### config.mk
export PLATFORM = sky130hd
export DESIGN_NAME = clint_req_arbiter
export DESIGN_NICKNAME = d
export VERILOG_FILES = /design/src/rtl/clint_pkg.sv /design/src/rtl/clint_rr_arb.sv /design/src/rtl/clint_req_arbiter.sv
export SDC_FILE = /design/constraint.sdc
export NUM_CORES = 1
export LEC_CHECK = 0
export BUFFER_PORTS_ARGS = -buffer_cell sky130_fd_sc_hd__buf_2
export CAP_MARGIN = 20
export CORE_MARGIN = 3
export CORE_UTILIZATION = 25
export CTS_BUF_LIST = sky130_fd_sc_hd__clkbuf_8 sky130_fd_sc_hd__clkbuf_16
export CTS_CLUSTER_DIAMETER = 50
export DETAILED_ROUTE_END_ITERATION = 8
export HOLD_SLACK_MARGIN = 0.03
export PLACE_DENSITY_LB_ADDON = 0.2
export REMOVE_ABC_BUFFERS = 1
export SLEW_MARGIN = 10
export SYNTH_ARGS = -nofsm -noshare
export SYNTH_HDL_FRONTEND = slang
export SYNTH_HIERARCHICAL = 1
export SYNTH_SLANG_ARGS = --single-unit
### constraint.sdc
create_clock -name clk_i -period 5.5 [get_ports clk_i]
set_clock_uncertainty 0.1 [all_clocks]
set_input_delay 0.825 -clock clk_i [delete_from_list [all_inputs] [get_ports clk_i]]
set_output_delay 0.825 -clock clk_i [all_outputs]
set_load 0.02 [all_outputs]
### src/rtl/clint_pkg.sv
// Shared constants, FSM state type and address-decode helper for the CLINT
// request arbiter.
package clint_pkg;

  // CLINT register map bases (offsets within the 64 KiB CLINT window).
  localparam logic [15:0] MSIP_BASE     = 16'h0000;
  localparam logic [15:0] MTIMECMP_BASE = 16'h4000;
  localparam logic [15:0] MTIME_BASE    = 16'hBFF8;

  // Register widths per core, in bytes.
  localparam int unsigned MSIP_BYTES     = 4;
  localparam int unsigned MTIMECMP_BYTES = 8;

  typedef enum logic [1:0] {
    ST_IDLE   = 2'd0,
    ST_ACCESS = 2'd1,
    ST_RESP   = 2'd2
  } clint_state_e;

  // Legal offsets: msip block, mtimecmp block, and the single mtime address.
  // MSIP_BASE is zero, so the msip range only needs an upper bound; the
  // 17-bit arithmetic keeps the range ends from wrapping for large core counts.
  function automatic logic clint_addr_legal(input logic [15:0] a,
                                            input int unsigned nr_cores);
    logic [16:0] ax;
    logic [16:0] msip_end;
    logic [16:0] cmp_lo;
    logic [16:0] cmp_end;
    ax       = {1'b0, a};
    msip_end = {1'b0, MSIP_BASE} + 17'(MSIP_BYTES * nr_cores);
    cmp_lo   = {1'b0, MTIMECMP_BASE};
    cmp_end  = cmp_lo + 17'(MTIMECMP_BYTES * nr_cores);
    return (ax < msip_end) ||
           ((ax >= cmp_lo) && (ax < cmp_end)) ||
           (a == MTIME_BASE);
  endfunction

endpackage

### src/rtl/clint_rr_arb.sv
// Combinational round-robin picker: the first set request at or after the
// pointer (wrapping) wins; returns a one-hot grant and its index.
module clint_rr_arb #(
  parameter int unsigned NR_REQ = 2,
  parameter int unsigned IDX_W  = (NR_REQ > 1) ? $clog2(NR_REQ) : 1
) (
  input  logic [NR_REQ-1:0] req_i,
  input  logic [IDX_W-1:0]  ptr_i,
  output logic [NR_REQ-1:0] gnt_o,
  output logic [IDX_W-1:0]  idx_o,
  output logic              valid_o
);

  logic [IDX_W-1:0] cand;
  logic             found;

  // Scan requesters starting at the pointer; the pointer is always < NR_REQ,
  // so one subtraction is enough to wrap.
  always_comb begin
    gnt_o = '0;
    idx_o = '0;
    found = 1'b0;
    cand  = '0;
    for (int unsigned i = 0; i < NR_REQ; i++) begin
      if ((32'(ptr_i) + i) >= NR_REQ) begin
        cand = IDX_W'(32'(ptr_i) + i - NR_REQ);
      end else begin
        cand = IDX_W'(32'(ptr_i) + i);
      end
      if (!found && req_i[cand]) begin
        found       = 1'b1;
        gnt_o[cand] = 1'b1;
        idx_o       = cand;
      end
    end
  end

  assign valid_o = |req_i;

endmodule

### src/rtl/clint_req_arbiter.sv
// Shares one CLINT register port between NR_REQ requesters, one transaction
// at a time, with round-robin fairness.
//
//   state     | meaning
//   ----------+------------------------------------------------------------
//   ST_IDLE   | waiting for a request; grants one winner combinationally
//   ST_ACCESS | single cycle driving the CLINT port from latched request
//   ST_RESP   | holding the response to the winner until it is accepted
module clint_req_arbiter
  import clint_pkg::*;
#(
  parameter int unsigned NR_REQ         = 2,
  parameter int unsigned AXI_ADDR_WIDTH = 64,
  parameter int unsigned NR_CORES       = 1
) (
  input  logic                                     clk_i,
  input  logic                                     rst_ni,
  input  logic [NR_REQ-1:0]                        req_valid_i,
  output logic [NR_REQ-1:0]                        req_ready_o,
  input  logic [NR_REQ-1:0][AXI_ADDR_WIDTH-1:0]    req_addr_i,
  input  logic [NR_REQ-1:0]                        req_we_i,
  input  logic [NR_REQ-1:0][63:0]                  req_wdata_i,
  output logic [NR_REQ-1:0]                        rsp_valid_o,
  input  logic [NR_REQ-1:0]                        rsp_ready_i,
  output logic [63:0]                              rsp_rdata_o,
  output logic                                     rsp_err_o,
  output logic [AXI_ADDR_WIDTH-1:0]                address_o,
  output logic                                     en_o,
  output logic                                     we_o,
  output logic [63:0]                              wdata_o,
  input  logic [63:0]                              data_i
);

  localparam int unsigned IDX_W = (NR_REQ > 1) ? $clog2(NR_REQ) : 1;
  localparam logic [IDX_W-1:0] LAST_IDX = IDX_W'(NR_REQ - 1);

  clint_state_e state_q, state_d;

  logic [IDX_W-1:0]          rr_q;
  logic [IDX_W-1:0]          idx_q;
  logic [AXI_ADDR_WIDTH-1:0] addr_q;
  logic                      we_q;
  logic [63:0]               wdata_q;
  logic [63:0]               rdata_q;
  logic                      err_q;

  logic [NR_REQ-1:0] arb_gnt;
  logic [IDX_W-1:0]  arb_idx;
  logic              arb_valid;
  logic              grant;
  logic              addr_ok;

  clint_rr_arb #(
    .NR_REQ (NR_REQ),
    .IDX_W  (IDX_W)
  ) u_rr_arb (
    .req_i   (req_valid_i),
    .ptr_i   (rr_q),
    .gnt_o   (arb_gnt),
    .idx_o   (arb_idx),
    .valid_o (arb_valid)
  );

  assign addr_ok = clint_addr_legal(addr_q[15:0], NR_CORES);

  // State register; reset aborts any transaction in flight.
  always_ff @(posedge clk_i or negedge rst_ni) begin
    if (!rst_ni) begin
      state_q <= ST_IDLE;
    end else begin
      state_q <= state_d;
    end
  end

  // Next state and all handshake / CLINT port outputs.
  always_comb begin
    state_d     = state_q;
    grant       = 1'b0;
    req_ready_o = '0;
    rsp_valid_o = '0;
    en_o        = 1'b0;
    we_o        = 1'b0;
    address_o   = '0;
    wdata_o     = '0;
    case (state_q)
      ST_IDLE: begin
        if (arb_valid) begin
          grant       = 1'b1;
          req_ready_o = arb_gnt;
          state_d     = ST_ACCESS;
        end
      end
      ST_ACCESS: begin
        address_o = addr_q;
        we_o      = we_q;
        wdata_o   = wdata_q;
        en_o      = addr_ok;
        state_d   = ST_RESP;
      end
      ST_RESP: begin
        rsp_valid_o[idx_q] = 1'b1;
        if (rsp_ready_i[idx_q]) begin
          state_d = ST_IDLE;
        end
      end
      default: state_d = ST_IDLE;
    endcase
  end

  // Latch the winning request and advance the round-robin pointer.
  always_ff @(posedge clk_i or negedge rst_ni) begin
    if (!rst_ni) begin
      rr_q    <= '0;
      idx_q   <= '0;
      addr_q  <= '0;
      we_q    <= 1'b0;
      wdata_q <= '0;
    end else if (grant) begin
      rr_q    <= (arb_idx == LAST_IDX) ? '0 : arb_idx + IDX_W'(1);
      idx_q   <= arb_idx;
      addr_q  <= req_addr_i[arb_idx];
      we_q    <= req_we_i[arb_idx];
      wdata_q <= req_wdata_i[arb_idx];
    end
  end

  // Capture the response during the access cycle; writes and decode errors
  // return zero data.
  always_ff @(posedge clk_i or negedge rst_ni) begin
    if (!rst_ni) begin
      rdata_q <= '0;
      err_q   <= 1'b0;
    end else if (state_q == ST_ACCESS) begin
      rdata_q <= (addr_ok && !we_q) ? data_i : '0;
      err_q   <= !addr_ok;
    end
  end

  assign rsp_rdata_o = rdata_q;
  assign rsp_err_o   = err_q;

endmodule
==> results.yml, run 1 <==
status:
  status: "completed"
drt:
  dr.pass1.iters: 6
  drc_errors: 0
  vias: 8611
  post_drt_wl_per_cell_um: 17.2
  ant_nets: 0
  via_per_inst: 4.40
  drt_iter0_drc: 374
  routed_wl_mm: 33.7
global_route:
  gr-total-overflow: 0
  grt_max_degree: 164
  grt_pass1_wl_mm: 50.8
  grt_pass1_vias: 8757
  grt_use_total_pct: 15.7
  antenna_found_initial: 0
placement:
  pre_cts_ws_ns: 2.64
  numPortBuffers: 526
  hpwl_mm: 25.1
  placed_area_um2: 12800
  routabilityCongestion: 0.754
critical_path:
  cp_slowest_stage_delay_ns: 0.56
  cp-endpoint: "address_o[11]"
  path_class: "reg2out"
  crit_path_start: "state_q[0]$_DFFE_PN0P_"
  start_kind: "flip-flop"
  r2r_end: "addr_q[51]$_DFFE_PN0P_"
  crit_path_top_delay_cell: "buf_4"
  cpMostUsedCell: "buf_4"
  cp_cell_sequence: "nor2b_4 -> buf_4 -> buf_4 -> and2_1 -> buf_2"
  critPathArrivalTime_ns: 2.41
  r2r_slack_ns: 3.08
  reg2reg_from: "rr_q$_DFFE_PN0P_"
  crit_path_end_kind: "output pin"
  crit_fanout: 62
  required_ns: 4.58
  ff2ff_path_depth: 5
clock_network:
  cts_hold_buf: 0
  numCtsBuffers: 17
  post_cts_resized: 0
  cts_root_buf: "clkbuf_16"
  clk_pin_slew_ns: 0.07
  clockBufferDepth: 2
  tritoncts: "built"
  clock_latency_ns: 0.44
  htreeDepth: 4
  cts_setup_buffers: 0
  cts.sinks: 198
synthesis:
  netlist_instances: 954
  yosysSeqAreaShare_pct: 51.0
  yosysWarnings: 6
  synth_area_per_cell_um2: 10.2
  yosys_register_bits: 198
  synth_cell_types: 26
  syn_area_um2: 9720
layout:
  final_core_util_pct: 35.2
  drive_above_1_share_pct: 39.7
  area_growth_pct: 37.5
  final_common_cell: "buf_2"
  antennaDiodeCount: 0
  final_cell_mix: "buf_2 (525), dfrtp_1 (198), and2_1 (195), nor2_1 (133), mux2i_1 (130)"
  stdcell_area_um2: 13400
  nets: 1760
hold_path:
  hold_path_class: "in2async"
timing:
  timing_worst_slew_pin_value_ns: 0.934
  timing.final.max_slew_violations: 0
  rsz0062_at_grt: "false"
  finalSetupTns_ns: 0
  period_share_pct: 60.7
  fmax_ghz: 0.300
  max_slew_margin_pct: 37.7
  setup_viol: 0
  fin_crit_ns: 3.34
  fin_ws_ns: 2.16
  hold_viol: 0
die:
  num_rows: 71
  io_pins: 527
  fp.dieW_um: 203
  initial_utilization_pct: 25.6
  die_y_um: 203
  dieArea_um2: 41300
  core-area_um2: 38000
power:
  p_leak_nw: 6.94
  cellPowerDensity_nw_per_um2: 469
  power_w: 0.00627
  irDropWorstVdd_v: 0.000349
job:
  max_cap_viol_count: 0
-- critical path, delay by kind of cell (launching register included) --
kind                   cells  cell delay (ns)
and+or+nand+nor            2             0.39
DFF                        1             0.41
buffers and inverters      3             1.11
-- cell type report --
type                       count  area, um2
fill                        4044      24700
sequential                   198       4950
multi-input combinational    674       4430
timing repair buffer         537       2770
tap                          511        639
clock buffer                  22        494
clock inverter                 9       53.8
inverter                       4       15.0
-- cell families after synthesis --
kind of cell / count (synthesis) / synth area share (%)
mux: 132 / 13.6
compound gates: 200 / 13.0
simple gates: 342 / 18.7
flops: 198 / 51.0
buf+inv: 82 / 3.64
-- cells in the mapped netlist (all sizes together) --
master	count	area share (%)
a21boi	3	0.23
a21oi	130	6.8
a31o	64	5.8
and2	195	13
buf	10	0.86
clkbuf	68	2.6
dfrtp	198	51
inv	4	0.15
mux2	2	0.23
mux2i	130	13
nand2	1	0.039
nand2b	2	0.13
nand4	1	0.064
nand4b	2	0.18
nand4bb	1	0.12
nor2	133	5.1
nor2b	1	0.064
nor3b	1	0.077
nor4	3	0.19
o2111ai	1	0.090
o21ai	2	0.10
or2	1	0.064
or4	1	0.12
-- sequential cells by signal, summed over array words and instances, names as in the netlist --
register and flops:
rr_q 1, we_q 1, rsp_err_o 1, addr_q 64
idx_q 1, state_q 2, wdata_q 64, rsp_rdata_o 64
-- layer usage --
layer | track usage (%) | share of wire [%] | vias to the layer above
met1 | 19.5 | 42 | 4050
met4 | 4.03 | 1.1 | 0
met3 | 4.96 | 8.0 | 19
met5 | 0 | 0 | -
met2 | 26.7 | 49 | 330
li1 | - | - | 4212
-- metrics by stage --
stage / instances / hold WS [ns]
after global placement: 1924 / 0.393
final: 1955 / 0.338
after global routing: 1955 / 0.421
after floorplan: 876 / 0.390
after detailed placement: 1924 / 0.406
after CTS: 1955 / 0.390
-- power breakdown --
group / internal, W / total (W) / switching, W
registers: 0.00194 / 0.00224 / 0.000298
logic: 0.00101 / 0.00282 / 0.00181
clock network: 0.000634 / 0.00121 / 0.000578
-- worst min-delay path by stage --
| stage | startpoint | to | slack [ns] | cells after the start |
|---|---|---|---|---|
| 6_report | rst_ni | wdata_q[37]$_DFFE_PN0P_ | 0.34 | 1 |
| 5_1_grt | rst_ni | wdata_q[36]$_DFFE_PN0P_ | 0.42 | 1 |
| 4_1_cts | rst_ni | wdata_q[36]$_DFFE_PN0P_ | 0.39 | 1 |
| 3_5_place_dp | rsp_err_o$_DFFE_PN0N_ | rsp_err_o$_DFFE_PN0N_ | 0.41 | 1 |
| 3_3_place_gp | rsp_err_o$_DFFE_PN0N_ | rsp_err_o$_DFFE_PN0N_ | 0.39 | 1 |
| 2_1_floorplan | addr_q[16]$_DFFE_PN0P_ | addr_q[16]$_DFFE_PN0P_ | 0.39 | 2 |
Power figures use the tool's default switching activity.
==> run 2, diff against run 1 <==
- ABC_AREA: default -> 1
- clock period: 5.5 -> 2.8 ns (I/O delays scaled with it)
==> run 2 against run 1 <==
Against the previous run: combinational power rose by 110%; die area increased by 2.4%; clock power is 120% higher; worst setup slack got worse by 2.0 ns; total power grew 100%; critical endpoint is now address_o[2]; highest routed layer is now met5; sequential power rose by 85%; worst hold slack got worse by 0.26 ns; synthesized area rose by 2.4%; via count grew 19%; clock-buffer cell count shrank 3.
==> results.yml, run 2 <==
drt:
  routed_wl_mm: 37.5
  ant_nets: 0
  drt_iter0_drc: 622
  dr.pass1.iters: 5
  post_drt_wl_per_cell_um: 16.1
  vias: 10200
  via_per_inst: 4.38
  drc_errors: 0
timing:
  fmax_ghz: 0.376
  setup_viol: 0
  period_share_pct: 95.0
  timing.final.max_slew_violations: 0
  fin_ws_ns: 0.140
  hold_viol: 0
  timing_worst_slew_pin_value_ns: 0.977
  max_slew_margin_pct: 34.8
  rsz0062_at_grt: "false"
  fin_crit_ns: 2.66
synthesis:
  synthArstFlopShare_pct: 100
  synth_most_common_cell: "nand2_1"
  syn_area_um2: 9950
  synth_area_per_cell_um2: 7.59
  netlist_instances: 1312
  synth_area_leader_cell: "dfrtp_1"
  synth_top_family_by_area: "simple AND/OR/NAND/NOR gates"
  synth_xor_area_share_pct: 0
  synth_edf_count: 0
  synthAdderAreaFrac_pct: 0
  synth_cell_types: 19
  yosys_register_bits: 198
  synthTopCellsByArea: "dfrtp_1 (50%), nand2_1 (15%), o211ai_1 (9.0%)"
  ys.flop_type: "dfrtp_1"
  yosysSeqAreaShare_pct: 49.8
  yosysWarnings: 6
  synth_compound_area_share_pct: 10.5
  synth_commonest_cells: "nand2_1 (411), nor2_1 (212), inv_1 (201)"
  synth_top_area_share_pct: 49.8
  synth-simple-area-share_pct: 27.0
  synthMuxAreaShare_pct: 0
global_route:
  grt_max_degree: 133
  grt_pass1_wl_mm: 57.1
  antenna_found_initial: 7
  grt_use_total_pct: 17.2
  gr-total-overflow: 0
  grt_pass1_vias: 10300
power:
  power.internal_w: 0.00712
  power.share.clock_pct: 20.9
  p_leak_nw: 7.77
  cellPowerDensity_nw_per_um2: 927
  irDropWorstVdd_v: 0.000738
  power_frac_comb_pct: 46.3
  swShare_pct: 43.7
  p_seq_share_pct: 32.8
  power.switching_w: 0.00553
layout:
  final_cell_mix: "buf_2 (525), nand2_1 (410), nor2_1 (211), inv_1 (203), dfrtp_1 (197)"
  fillCellCount: 4210
  stdcell_area_um2: 13600
  nets: 2124
  multiInputGateArea_um2: 3740
  final_common_cell: "buf_2"
  final_core_util_pct: 35.0
  drive_above_1_share_pct: 33.0
  stdcell_count: 2329
  area_growth_pct: 37.0
  regArea_um2: 4960
placement:
  placed_area_um2: 13000
  pre_cts_ws_ns: 0.619
  numPortBuffers: 526
  dp_cells: 2294
  hpwl_mm: 27.2
  routabilityCongestion: 0.781
critical_path:
  start_kind: "flip-flop"
  path_class: "reg2out"
  critPathArrivalTime_ns: 2.14
  crit_fanout: 69
  required_ns: 2.28
  crit_path_end_kind: "output pin"
clock_network:
  htreeDepth: 4
  clockBufferDepth: 2
  cts_root_buf: "clkbuf_16"
  tritoncts: "built"
  post_cts_resized: 0
  cts.sinks: 198
  clk_pin_slew_ns: 0.08
  numCtsBuffers: 17
  clock_latency_ns: 0.45
die:
  initial_utilization_pct: 25.5
  dieArea_um2: 42200
  num_rows: 72
  core-area_um2: 39000
  die_y_um: 206
  fp.dieW_um: 206
  io_pins: 527
status:
  status: "completed"
hold_path:
  hold_path_class: "in2reg"
job:
  max_cap_viol_count: 0
[run 2: cell types whose count changed after synthesis, sizes merged, moves of 64 or more]
cell | previous run | this run
o211ai | 0 | 129
and2 | 195 | 0
nand3 | 0 | 64
a21oi | 130 | 2
mux2i | 130 | 0
nand2 | 1 | 412
inv | 4 | 205
nor2 | 133 | 213
a31o | 64 | 0
[run 2: final timing paths]
path,start,to,slack (ns),depth (start not counted)
max reg2reg,state_q[1]$_DFFE_PN0P_,wdata_q[31]$_DFFE_PN0P_,0.70,6
max in group asynchronous,rst_ni,rsp_rdata_o[3]$_DFFE_PN0N_,1.44,3
max,state_q[0]$_DFFE_PN0P_,address_o[2],0.14,6
min reg2reg,rsp_rdata_o[58]$_DFFE_PN0N_,rsp_rdata_o[58]$_DFFE_PN0N_,0.38,2
min in group asynchronous,rst_ni,rsp_rdata_o[41]$_DFFE_PN0N_,0.46,2
min,req_wdata_i[75],wdata_q[11]$_DFFE_PN0P_,0.08,3
[run 2: layer usage]
| metal | share of wire [%] | track usage, % | vias to the layer above | wire length, um |
|---|---|---|---|---|
| li1 | - | - | 4972 | - |
| met1 | 42 | 21.6 | 4784 | 15700 |
| met2 | 47 | 28.1 | 397 | 17700 |
| met3 | 8.9 | 5.57 | 40 | 3330 |
| met4 | 1.6 | 5.17 | 12 | 603 |
| met5 | 0.18 | 0 | - | 69 |
[run 2: worst max-delay path, cell delays in order, from the launching register on]
cell and delay, ns:
dfrtp_1 0.38, inv_1 0.11, nor2_4 0.06, inv_6 0.32, buf_12 0.35, nor2_1 0.13
buf_2 0.18
[run 2: what timing repair did]
action                                  4_1_cts  5_1_grt
endpoints found under the setup margin        0        0
buffers inserted                              0        0
hold buffers                                  1        0
endpoints found under the hold margin        62        0
[run 2: area by class of cell]
cell class                 count  share of cell area (%)
sequential                   198                    36.3
multi-input combinational    825                    27.4
timing repair buffer         549                    21.3
inverter                     205                    5.71
tap                          518                    4.75
clock buffer                  19                    3.32
clock inverter                13                    1.12
antenna                        2                  0.0367
[run 2: through the flow]
step | setup TNS [ns] | hold slack (ns) | total power (W)
3_3_place_gp | 0 | 0.357 | 0.0101
4_1_cts | 0 | 0.0442 | 0.0128
3_5_place_dp | 0 | 0.360 | 0.0101
6_report | 0 | 0.0772 | 0.0126
5_1_grt | 0 | 0.0491 | 0.0136
2_1_floorplan | -578.43 | 0.0244 | 0.00789
[run 2: logic make-up (layout without fill, tap and decap cells)]
kind of cell,count (synthesis),in the layout
DFF,198,198
and+or+nand+nor,691,691
AOI/OAI and AO/OA,134,134
buffers and inverters,289,786
other,0,2
[run 2: power by group through the flow]
stage	Clock, W	Combinational (W)	Sequential [W]
CTS	0.00273	0.00596	0.00416
finish	0.00264	0.00585	0.00415
global route	0.00284	0.00651	0.00425
global placement	0	0.00591	0.00420
floorplan	0	0.00367	0.00421
detailed placement	0	0.00593	0.00421
==> run 3, diff against run 2 <==
- CTS_BUF_LIST: sky130_fd_sc_hd__clkbuf_8 sky130_fd_sc_hd__clkbuf_16 -> sky130_fd_sc_hd__clkbuf_4 sky130_fd_sc_hd__clkbuf_8
- clock period: 2.8 -> 3 ns (I/O delays scaled with it)
==> run 3 against run 2 <==
Against the previous run: worst hold slack improved by 0.0096 ns; clock power down 36%; first-iteration DRC count decreased by 9.2%; worst setup slack better by 0.14 ns; via count up 2.4%; critical endpoint unchanged; sequential power shrank 6.0%; largest cell class unchanged; flip-flop and latch count unchanged; non-clock buffer count rose by 68; global-route usage grew 0.23 points; combinational power is 3% lower; register-to-register slack worse by 0.32 ns.
==> results.yml, run 3 (same netlist as run 2, synthesis figures left out) <==
placement:
  hpwl_mm: 26.9
  routabilityCongestion: 0.793
  placed_area_um2: 13000
  numPortBuffers: 526
layout:
  area_growth_pct: 41.6
  drive_above_1_share_pct: 31.6
  regArea_um2: 4960
  stdcell_area_um2: 14100
  fillCellCount: 4178
  multiInputGateArea_um2: 3740
  final_core_util_pct: 36.1
  nets: 2192
  final_cell_mix: "buf_2 (525), nand2_1 (410), nor2_1 (211), inv_1 (201), dfrtp_1 (197)"
  final_common_cell: "buf_2"
global_route:
  grt_pass1_wl_mm: 57.8
  grt_use_total_pct: 17.4
  grt_pass1_vias: 10500
  antenna_found_initial: 3
  gr-total-overflow: 0
  grt_max_degree: 133
timing:
  rsz0062_at_grt: "false"
  timing.final.max_slew_violations: 0
  hold_viol: 0
  fin_crit_ns: 2.72
  period_share_pct: 90.7
  setup_viol: 0
  timing_worst_slew_pin_value_ns: 0.815
  fmax_ghz: 0.367
  max_slew_margin_pct: 45.7
hold_path:
  hold_path_class: "in2reg"
critical_path:
  path_class: "reg2out"
  critPathArrivalTime_ns: 2.17
  cp_slowest_stage_delay_ns: 0.39
  required_ns: 2.45
  crit_path_end_kind: "output pin"
  cp_cell_sequence: "inv_1 -> nor2_4 -> inv_6 -> buf_12 -> nor2_1 -> buf_2"
  crit_path_top_delay_cell: "dfrtp_1"
  crit_family: "buffers and inverters"
  worstPathBufferInverterCount: 4
  start_kind: "flip-flop"
  crit_fanout: 87
drt:
  routed_wl_mm: 38.2
  dr.pass1.iters: 5
  drc_errors: 0
  vias: 10400
  via_per_inst: 4.36
  post_drt_wl_per_cell_um: 16.0
  ant_nets: 0
  drt_iter0_drc: 565
power:
  power.switching_w: 0.00512
  power.internal_w: 0.00616
  power.share.clock_pct: 15.1
  irDropWorstVdd_v: 0.000549
  power_frac_comb_pct: 50.3
  p_leak_nw: 7.95
  swShare_pct: 45.4
  cellPowerDensity_nw_per_um2: 801
  p_seq_share_pct: 34.6
die:
  num_rows: 72
  initial_utilization_pct: 25.5
  io_pins: 527
  die_y_um: 206
  core-area_um2: 39000
  fp.dieW_um: 206
  dieArea_um2: 42200
job:
  max_cap_viol_count: 0
clock_network:
  clockBufferDepth: 2
  cts.sinks: 198
  tritoncts: "built"
  clk_pin_slew_ns: 0.10
  numCtsBuffers: 17
  clock_latency_ns: 0.49
  cts_setup_buffers: 0
  htreeDepth: 4
  cts_root_buf: "clkbuf_8"
status:
  status: "completed"
[run 3: power groups by stage]
stage	combinational, W	clock (W)	sequential [W]
floorplan	0.00343	0	0.00393
global placement	0.00548	0	0.00397
detailed placement	0.00549	0	0.00397
CTS	0.00577	0.00179	0.00391
global route	0.00630	0.00188	0.00400
finish	0.00568	0.00170	0.00390
[run 3: through the flow]
stage	TNS [ns]	hold WS, ns	worst slack, ns	cells	power [W]
5_1_grt	0	0.0382	0.0936	2393	0.0122
3_5_place_dp	0	0.360	0.766	2290	0.00946
2_1_floorplan	-521.03	0.0544	-2.68	1228	0.00736
4_1_cts	0	0.0301	0.168	2393	0.0115
6_report	0	0.0868	0.278	2394	0.0113
3_3_place_gp	0	0.358	0.759	2290	0.00945
[run 3: cell type report]
cell class,count,area share [%]
flip-flops and latches,198,35.2
multi-input cells,825,26.6
repair buffers,617,25.6
inverters,205,5.53
well taps,518,4.60
clock buffers,24,2.21
clock inverters,6,0.320
diodes,1,0.0178
[run 3: metal layers]
metal | vias up | routed length, um | global-route usage (%)
met1 | 4891 | 16000 | 21.7
li1 | 5115 | - | -
met3 | 35 | 3360 | 5.44
met2 | 403 | 18200 | 28.9
met5 | - | 21 | 0
met4 | 4 | 614 | 5.00
[run 3: final timing paths]
check	slack, ns	cells past startpoint	from	end
setup / recovery	0.28	6	state_q[0]$_DFFE_PN0P_	address_o[2]
hold / removal	0.09	3	req_wdata_i[52]	wdata_q[52]$_DFFE_PN0P_
setup reg to reg	0.38	7	state_q[1]$_DFFE_PN0P_	addr_q[24]$_DFFE_PN0P_
hold reg to reg	0.39	2	rsp_rdata_o[33]$_DFFE_PN0N_	rsp_rdata_o[33]$_DFFE_PN0N_
max in group asynchronous	1.55	3	rst_ni	wdata_q[39]$_DFFE_PN0P_
min in group asynchronous	0.45	2	rst_ni	addr_q[19]$_DFFE_PN0P_
[run 3: what timing repair did]
action / CTS / global route
hold buffers: 73 / 0
gates resized for setup: 0 / 0
hold endpoints to repair: 129 / 0
[run 3: tightest hold or removal path, delay by kind of cell]
kind | cells | cell delay (ns)
AOI/OAI and AO/OA | 1 | 0.07
buffers and inverters | 1 | 0.07
and+or+nand+nor | 1 | 0.04
